**src/rtl/wb_pkg.sv**
```systemverilog
// Shared Wishbone B4 definitions for the sd_emu bus fabric.
//   WB_AW / WB_DW / WB_SW : address, data and byte-select widths.
//   CTI_* / BTE_*         : cycle-type and burst-type encodings.
//   arb_state_e           : arbiter FSM states.
package wb_pkg;

  localparam int WB_AW = 32;
  localparam int WB_DW = 32;
  localparam int WB_SW = WB_DW / 8;

  localparam logic [2:0] CTI_CLASSIC = 3'b000;
  localparam logic [2:0] CTI_CONST   = 3'b001;
  localparam logic [2:0] CTI_INCR    = 3'b010;
  localparam logic [2:0] CTI_EOB     = 3'b111;

  localparam logic [1:0] BTE_LINEAR  = 2'b00;
  localparam logic [1:0] BTE_WRAP4   = 2'b01;
  localparam logic [1:0] BTE_WRAP8   = 2'b10;
  localparam logic [1:0] BTE_WRAP16  = 2'b11;

  typedef enum logic [0:0] {
    IDLE = 1'b0,
    BUSY = 1'b1
  } arb_state_e;

endpackage

```
**src/rtl/wb_arbiter_rr_pick.sv**
```systemverilog
// rr_pick: combinational round-robin priority encoder.
//   req : request vector, one bit per master.
//   ptr : index that has highest priority this round.
//   gnt : one-hot winner (all zero when nothing requests).
//   idx : binary index of the winner.
//   any : at least one request present.
// Scan order is ptr, ptr+1, ..., NUM_M-1, 0, ..., ptr-1.
module rr_pick #(
  parameter int NUM_M = 2,
  parameter int PW    = 1
) (
  input  logic [NUM_M-1:0] req,
  input  logic [PW-1:0]    ptr,
  output logic [NUM_M-1:0] gnt,
  output logic [PW-1:0]    idx,
  output logic             any
);

  always_comb begin
    int j;
    gnt = '0;
    idx = '0;
    any = 1'b0;
    j   = 0;
    for (int k = 0; k < NUM_M; k++) begin
      j = int'(ptr) + k;
      if (j >= NUM_M) j = j - NUM_M;
      // First hit wins; 'any' latches so later candidates are ignored.
      if (!any && req[j]) begin
        any    = 1'b1;
        gnt[j] = 1'b1;
        idx    = PW'(j);
      end
    end
  end

endmodule

```
**src/rtl/wb_arbiter_rr.sv**
```systemverilog
// wb_arbiter_rr: round-robin Wishbone B4 classic arbiter, NUM_M masters to
// one slave, with a per-transfer watchdog that turns a missing ack into a
// bus error.
//   wb_clk_i, wb_rst_ni       : clock, asynchronous active-low reset.
//   m_*_i                     : packed master request buses, master i in
//                               slice i of each vector.
//   m_dat_o, m_ack_o, m_err_o : read data (broadcast), per-master ack/err.
//   s_*_o, s_dat_i/ack_i/err_i: single slave port.
//   gnt_o                     : one-hot grant; non-zero exactly in BUSY, so
//                               it doubles as the FSM state view.
// Handshake: a beat is offered while cyc&stb are high and completes in the
// clock where ack (or err) is high; the master holds its signals until then.
// A master owns the bus from grant until it drops cyc.
module wb_arbiter_rr
  import wb_pkg::*;
#(
  parameter int NUM_M     = 2,
  parameter int TO_CYCLES = 255,
  parameter int TO_W      = 8
) (
  input  logic                     wb_clk_i,
  input  logic                     wb_rst_ni,
  input  logic [NUM_M*WB_AW-1:0]   m_adr_i,
  input  logic [NUM_M*WB_DW-1:0]   m_dat_i,
  input  logic [NUM_M*WB_SW-1:0]   m_sel_i,
  input  logic [NUM_M-1:0]         m_we_i,
  input  logic [NUM_M-1:0]         m_cyc_i,
  input  logic [NUM_M-1:0]         m_stb_i,
  input  logic [NUM_M*3-1:0]       m_cti_i,
  input  logic [NUM_M*2-1:0]       m_bte_i,
  output logic [WB_DW-1:0]         m_dat_o,
  output logic [NUM_M-1:0]         m_ack_o,
  output logic [NUM_M-1:0]         m_err_o,
  output logic [WB_AW-1:0]         s_adr_o,
  output logic [WB_DW-1:0]         s_dat_o,
  output logic [WB_SW-1:0]         s_sel_o,
  output logic                     s_we_o,
  output logic                     s_cyc_o,
  output logic                     s_stb_o,
  output logic [2:0]               s_cti_o,
  output logic [1:0]               s_bte_o,
  input  logic [WB_DW-1:0]         s_dat_i,
  input  logic                     s_ack_i,
  input  logic                     s_err_i,
  output logic [NUM_M-1:0]         gnt_o
);

  localparam int PW = (NUM_M > 1) ? $clog2(NUM_M) : 1;

  arb_state_e       state, state_nxt;
  logic [NUM_M-1:0] gnt_q, gnt_nxt;
  logic [PW-1:0]    idx_q, idx_nxt;
  logic [PW-1:0]    ptr_q, ptr_nxt;

  logic [NUM_M-1:0] pick_gnt;
  logic [PW-1:0]    pick_idx;
  logic             pick_any;

  logic             release_c;
  logic             stb_raw;
  logic             timeout;
  logic             ack_pass;
  logic             err_pass;

  rr_pick #(.NUM_M(NUM_M), .PW(PW)) u_pick (
    .req (m_cyc_i),
    .ptr (ptr_q),
    .gnt (pick_gnt),
    .idx (pick_idx),
    .any (pick_any)
  );

  // Granted master has let go of its cycle.
  assign release_c = (state == BUSY) && !(|(m_cyc_i & gnt_q));

  always_ff @(posedge wb_clk_i or negedge wb_rst_ni) begin
    if (!wb_rst_ni) begin
      state <= IDLE;
      gnt_q <= '0;
      idx_q <= '0;
      ptr_q <= '0;
    end else begin
      state <= state_nxt;
      gnt_q <= gnt_nxt;
      idx_q <= idx_nxt;
      ptr_q <= ptr_nxt;
    end
  end

  always_comb begin
    state_nxt = state;
    gnt_nxt   = gnt_q;
    idx_nxt   = idx_q;
    ptr_nxt   = ptr_q;
    case (state)
      IDLE: begin
        if (pick_any) begin
          state_nxt = BUSY;
          gnt_nxt   = pick_gnt;
          idx_nxt   = pick_idx;
        end
      end
      BUSY: begin
        if (release_c) begin
          state_nxt = IDLE;
          gnt_nxt   = '0;
          ptr_nxt   = (idx_q == PW'(NUM_M - 1)) ? '0 : idx_q + 1'b1;
        end
      end
      default: begin
        state_nxt = IDLE;
        gnt_nxt   = '0;
      end
    endcase
  end

  // Slave-side mux. gnt_q is all-zero in IDLE, so every s_* output is 0
  // there; s_cyc_o follows the granted master's cyc and drops with it.
  always_comb begin
    s_adr_o = '0;
    s_dat_o = '0;
    s_sel_o = '0;
    s_we_o  = 1'b0;
    s_cyc_o = 1'b0;
    s_cti_o = '0;
    s_bte_o = '0;
    stb_raw = 1'b0;
    for (int i = 0; i < NUM_M; i++) begin
      if (gnt_q[i]) begin
        s_adr_o = m_adr_i[i*WB_AW +: WB_AW];
        s_dat_o = m_dat_i[i*WB_DW +: WB_DW];
        s_sel_o = m_sel_i[i*WB_SW +: WB_SW];
        s_we_o  = m_we_i[i];
        s_cyc_o = m_cyc_i[i];
        s_cti_o = m_cti_i[i*3 +: 3];
        s_bte_o = m_bte_i[i*2 +: 2];
        stb_raw = m_stb_i[i] & m_cyc_i[i];
      end
    end
  end

  // The timeout clock withdraws the strobe so the slave cannot complete a
  // beat the master has already been told failed.
  assign s_stb_o  = stb_raw & ~timeout;

  // err beats ack when both arrive; timeout is only raised without ack.
  assign ack_pass = s_ack_i & ~s_err_i;
  assign err_pass = s_err_i | timeout;
  assign m_ack_o  = gnt_q & {NUM_M{ack_pass}};
  assign m_err_o  = gnt_q & {NUM_M{err_pass}};
  assign m_dat_o  = (|gnt_q) ? s_dat_i : '0;
  assign gnt_o    = gnt_q;

  generate
    if (TO_CYCLES > 0) begin : g_wd
      localparam logic [TO_W-1:0] TO_LAST = TO_W'(TO_CYCLES - 1);
      logic [TO_W-1:0] wd_cnt;

      assign timeout = stb_raw && !s_ack_i && (wd_cnt == TO_LAST);

      // Counts strobed clocks still waiting for a response; holds while the
      // master pauses its strobe inside a cycle.
      always_ff @(posedge wb_clk_i or negedge wb_rst_ni) begin
        if (!wb_rst_ni) begin
          wd_cnt <= '0;
        end else if (release_c || s_ack_i || s_err_i || timeout) begin
          wd_cnt <= '0;
        end else if (stb_raw) begin
          wd_cnt <= wd_cnt + 1'b1;
        end
      end
    end else begin : g_no_wd
      assign timeout = 1'b0;
    end
  endgenerate

endmodule

```
**config.mk**
```make
export PLATFORM = sky130hd
export DESIGN_NAME = wb_arbiter_rr
export DESIGN_NICKNAME = d
export VERILOG_FILES = /design/src/rtl/wb_pkg.sv /design/src/rtl/wb_arbiter_rr_pick.sv /design/src/rtl/wb_arbiter_rr.sv
export SDC_FILE = /design/constraint.sdc
export NUM_CORES = 1
export LEC_CHECK = 0
export ABC_AREA = 0
export BUFFER_PORTS_ARGS = -buffer_cell sky130_fd_sc_hd__buf_2
export CORE_AREA = 2 2 117 119
export CTS_CLUSTER_SIZE = 14
export DETAILED_ROUTE_END_ITERATION = 12
export DIE_AREA = 0 0 119 121
export HOLD_SLACK_MARGIN = 0.05
export PLACE_DENSITY = 0.58
export SLEW_MARGIN = 20
export SYNTH_ARGS = -nofsm -noshare
export SYNTH_HDL_FRONTEND = slang
export SYNTH_HIERARCHICAL = 1
export SYNTH_SLANG_ARGS = --single-unit
```
**constraint.sdc**
```tcl
create_clock -name wb_clk_i -period 2.2 [get_ports wb_clk_i]
set_clock_uncertainty 0.05 [all_clocks]
set_input_delay 0 -clock wb_clk_i [delete_from_list [all_inputs] [get_ports wb_clk_i]]
set_output_delay 0 -clock wb_clk_i [all_outputs]
set_load 0.1 [all_outputs]
```
==> metrics.md <==
| Metric | Value |
|---|---|
| Post-cts gate resize count | 0 |
| Die width | 119 um |
| Largest net degree at the start of global routing | 44 |
| Reg2reg start | gnt_o[1] |
| Final worst slack | 0.174 ns |
| Max Slew Vio Count | 0 |
| Post-Place Cells | 691 |
| Max-cap violations | 0 |
| Area of the core | 13,100 sq um |
| Final ANT Viol Nets | 0 |
| Mapped Nets | 419 |
| Worst Path Arrival | 1.98 ns |
| Top-area cell type share of the netlist area | 0.344 |
| CP Cell Sequence | nand3_1 -> a211oi_2 -> o21a_1 -> buf_12 |
| Most used DFF post-synth | dfrtp_1 |
| Most frequent cells after synthesis | 73 x a22o_1, 33 x nor2b_1, 13 x dfrtp_1, 12 x buf_2, 12 x nand2_1 |
| CP Buf/Inv Count | 1 |
| Total Nets Final | 711 |
| Total track usage | 0.165 |
| Share of cells above drive strength 1 | 0.829 |
| Clk sinks | 13 |
| Crit-path leading delay family | compound AO/OA/AOI/OAI gates |
| Pre-CTS setup slack | 0.459 ns |
| Fmax achieved | 0.494 GHz |
| Share of the yosys chip area belonging to registers | 0.175 |
| Status | finished, final reports clean |
| Die H | 121 um |
| Initial antenna violation count | 2 |
| First DRT Iteration DRCs | 144 |
| CP Launch Type | register |
| Netlist cell types | 35 |
| Root buffer cell | clkbuf_16 |
| Hpwl dp | 11.3 mm |
| RSZ-0062 raised after global routing | no |
| Yosys warns | 6 |
| Tcrit/Tclk final | 0.921 |
| Vias in the first global route | 2,812 |
| Post-layout util | 0.340 |
| H-tree Lvls | 1 |
| Port buffer count | 301 |
| Largest family of logic cells by synthesized area | compound AO/OA/AOI/OAI gates |
| Vias | 3,030 |
| Compound-Gate Fraction of Synth Area | 0.517 |
| Min-delay src | m_cyc_i[0] |
| CTS Buf Count | 3 |
| Post-synthesis mux area share | 0.00538 |
| Site Rows | 42 |
| Final Wtd Congestion | 0.842 |
| TritonCTS clock tree | built |
| Synthesized-area fraction occupied by and/or/nand/nor cells | 0.211 |
| Layout fillers | 1,364 |
| DRC | 0 |
| Fin crit period | 2.03 ns |
| Worst Tran Pin Value | 0.647 ns |
| WP data required | 2.15 ns |
| Synthesized area per cell | 8.12 sq um |
| Via/cell ratio | 4.34 |
| Reg clk slew, reported paths | 0.05 ns |
| FF-to-FF setup slack | 0.48 ns |
| Worst-Skew Late Latency | 0.25 ns |
| First-pass GRT wire length | 18.0 mm |
| Hold Violations, Final | 0 |
| Crit-path slowest cell | a211oi_2 |
| XOR/XNOR Fraction of Synth Area | 0 |
| Clock Tree Buf Depth | 2 |
| Top cells by area, synth | a22o_1 34%, dfrtp_1 17%, nor2b_1 11% |
| CP Max Fanout | 15 |
| Crit end category | output port |
| Starting density of the core | 0.142 |
| Post-route insts no fill | 698 |
| CP Launch Point | gnt_o[1] |
| Worst Hold Class | input pin to register |
| Worst rel slew slack | 0.568 |
| Area Growth Syn to Fin | 139% |
| Total gr overflow | 0 |
| Post-synth EDFFs | 0 |
| Final setup vio count | 0 |
| Final WL | 13.3 mm |
| Synth Instances | 229 |
| Post-synth ARST share | 1.00 |
| Mapped cell area | 1860 sq um |
| Cell taking the most area after synthesis | a22o_1 |
| Die area | 14,400 sq um |
| Kind of critical path | register to output port |
| TritonRoute pass-1 iters | 6 |
| Most frequent cell after synthesis | a22o_1 |
| Post-synthesis adder-cell area fraction | 0.0135 |
| # IOs | 302 |
| FF+latch count, synth | 13 |
| Routed len/inst | 19.1 um |
| Crit-path max cell delay | 0.47 ns |
[flip-flops by register name, summed over array words and instances (netlist names)]
name and flops:
state 1, gnt_o 2, ptr_q 1, idx_q 1, g_wd.wd_cnt 8
[cell usage in the layout (no fill, tap or decap), types with 6 or more instances in the layout]
master and n:
a21oi_1 7, a221oi_2 6, a22o_2 70, buf_12 41, buf_2 262, buf_4 7, dfrtp_1 11, inv_1 10
nand2_1 12, nor2b_2 30
[metal layers]
metal,part of all wire,global-route usage
met5,0.00097,0
met4,0.0030,0.0164
met3,0.099,0.0479
met2,0.47,0.258
met1,0.43,0.232
[tightest hold or removal path: cells and delay by family]
family          cells  cell delay (ns)
buf+inv             1             0.15
compound gates      1             0.10
simple gates        2             0.10
[cell families after synthesis]
group,count (synthesis)
DFF,13
AOI/OAI and AO/OA,112
muxes,1
adders and majority gates,2
and+or+nand+nor,67
buffers and inverters,34
[through the flow]
stage	TNS, ns	cell area, sq um	hold slack [ns]
2_1_floorplan	-0.525	2050	-0.346
3_3_place_gp	0	4360	-0.132
3_5_place_dp	0	4360	-0.129
4_1_cts	0	4450	0.0935
5_1_grt	0	4450	0.150
6_report	0	4450	0.0928
[area by class of cell]
class,count,area (sq um),area share
Tap cell,176,220,0.0495
Clock buffer,4,78.8,0.0177
Sequential cell,13,328,0.0737
Multi-Input combinational cell,182,1590,0.356
Antenna cell,2,5.00,0.00112
Timing Repair Buffer,311,2190,0.493
Inverter,10,37.5,0.00843
[final timing paths]
path | to | depth (start not counted)
max | m_err_o[0] | 4
min | idx_q | 4
max reg2reg | g_wd.wd_cnt[5] | 3
min reg2reg | ptr_q | 1
max in group asynchronous | gnt_o[0] | 2
min in group asynchronous | g_wd.wd_cnt[0] | 2
[repair_timing]
action / CTS / global route
endpoints found under the hold margin: 13 / 0
hold buffers: 1 / 0
setup buffers: 0 / 0
Power is left out: the tool's default activity adds up to more than one toggle a clock period on the data nets, which glitch-free logic cannot reach.
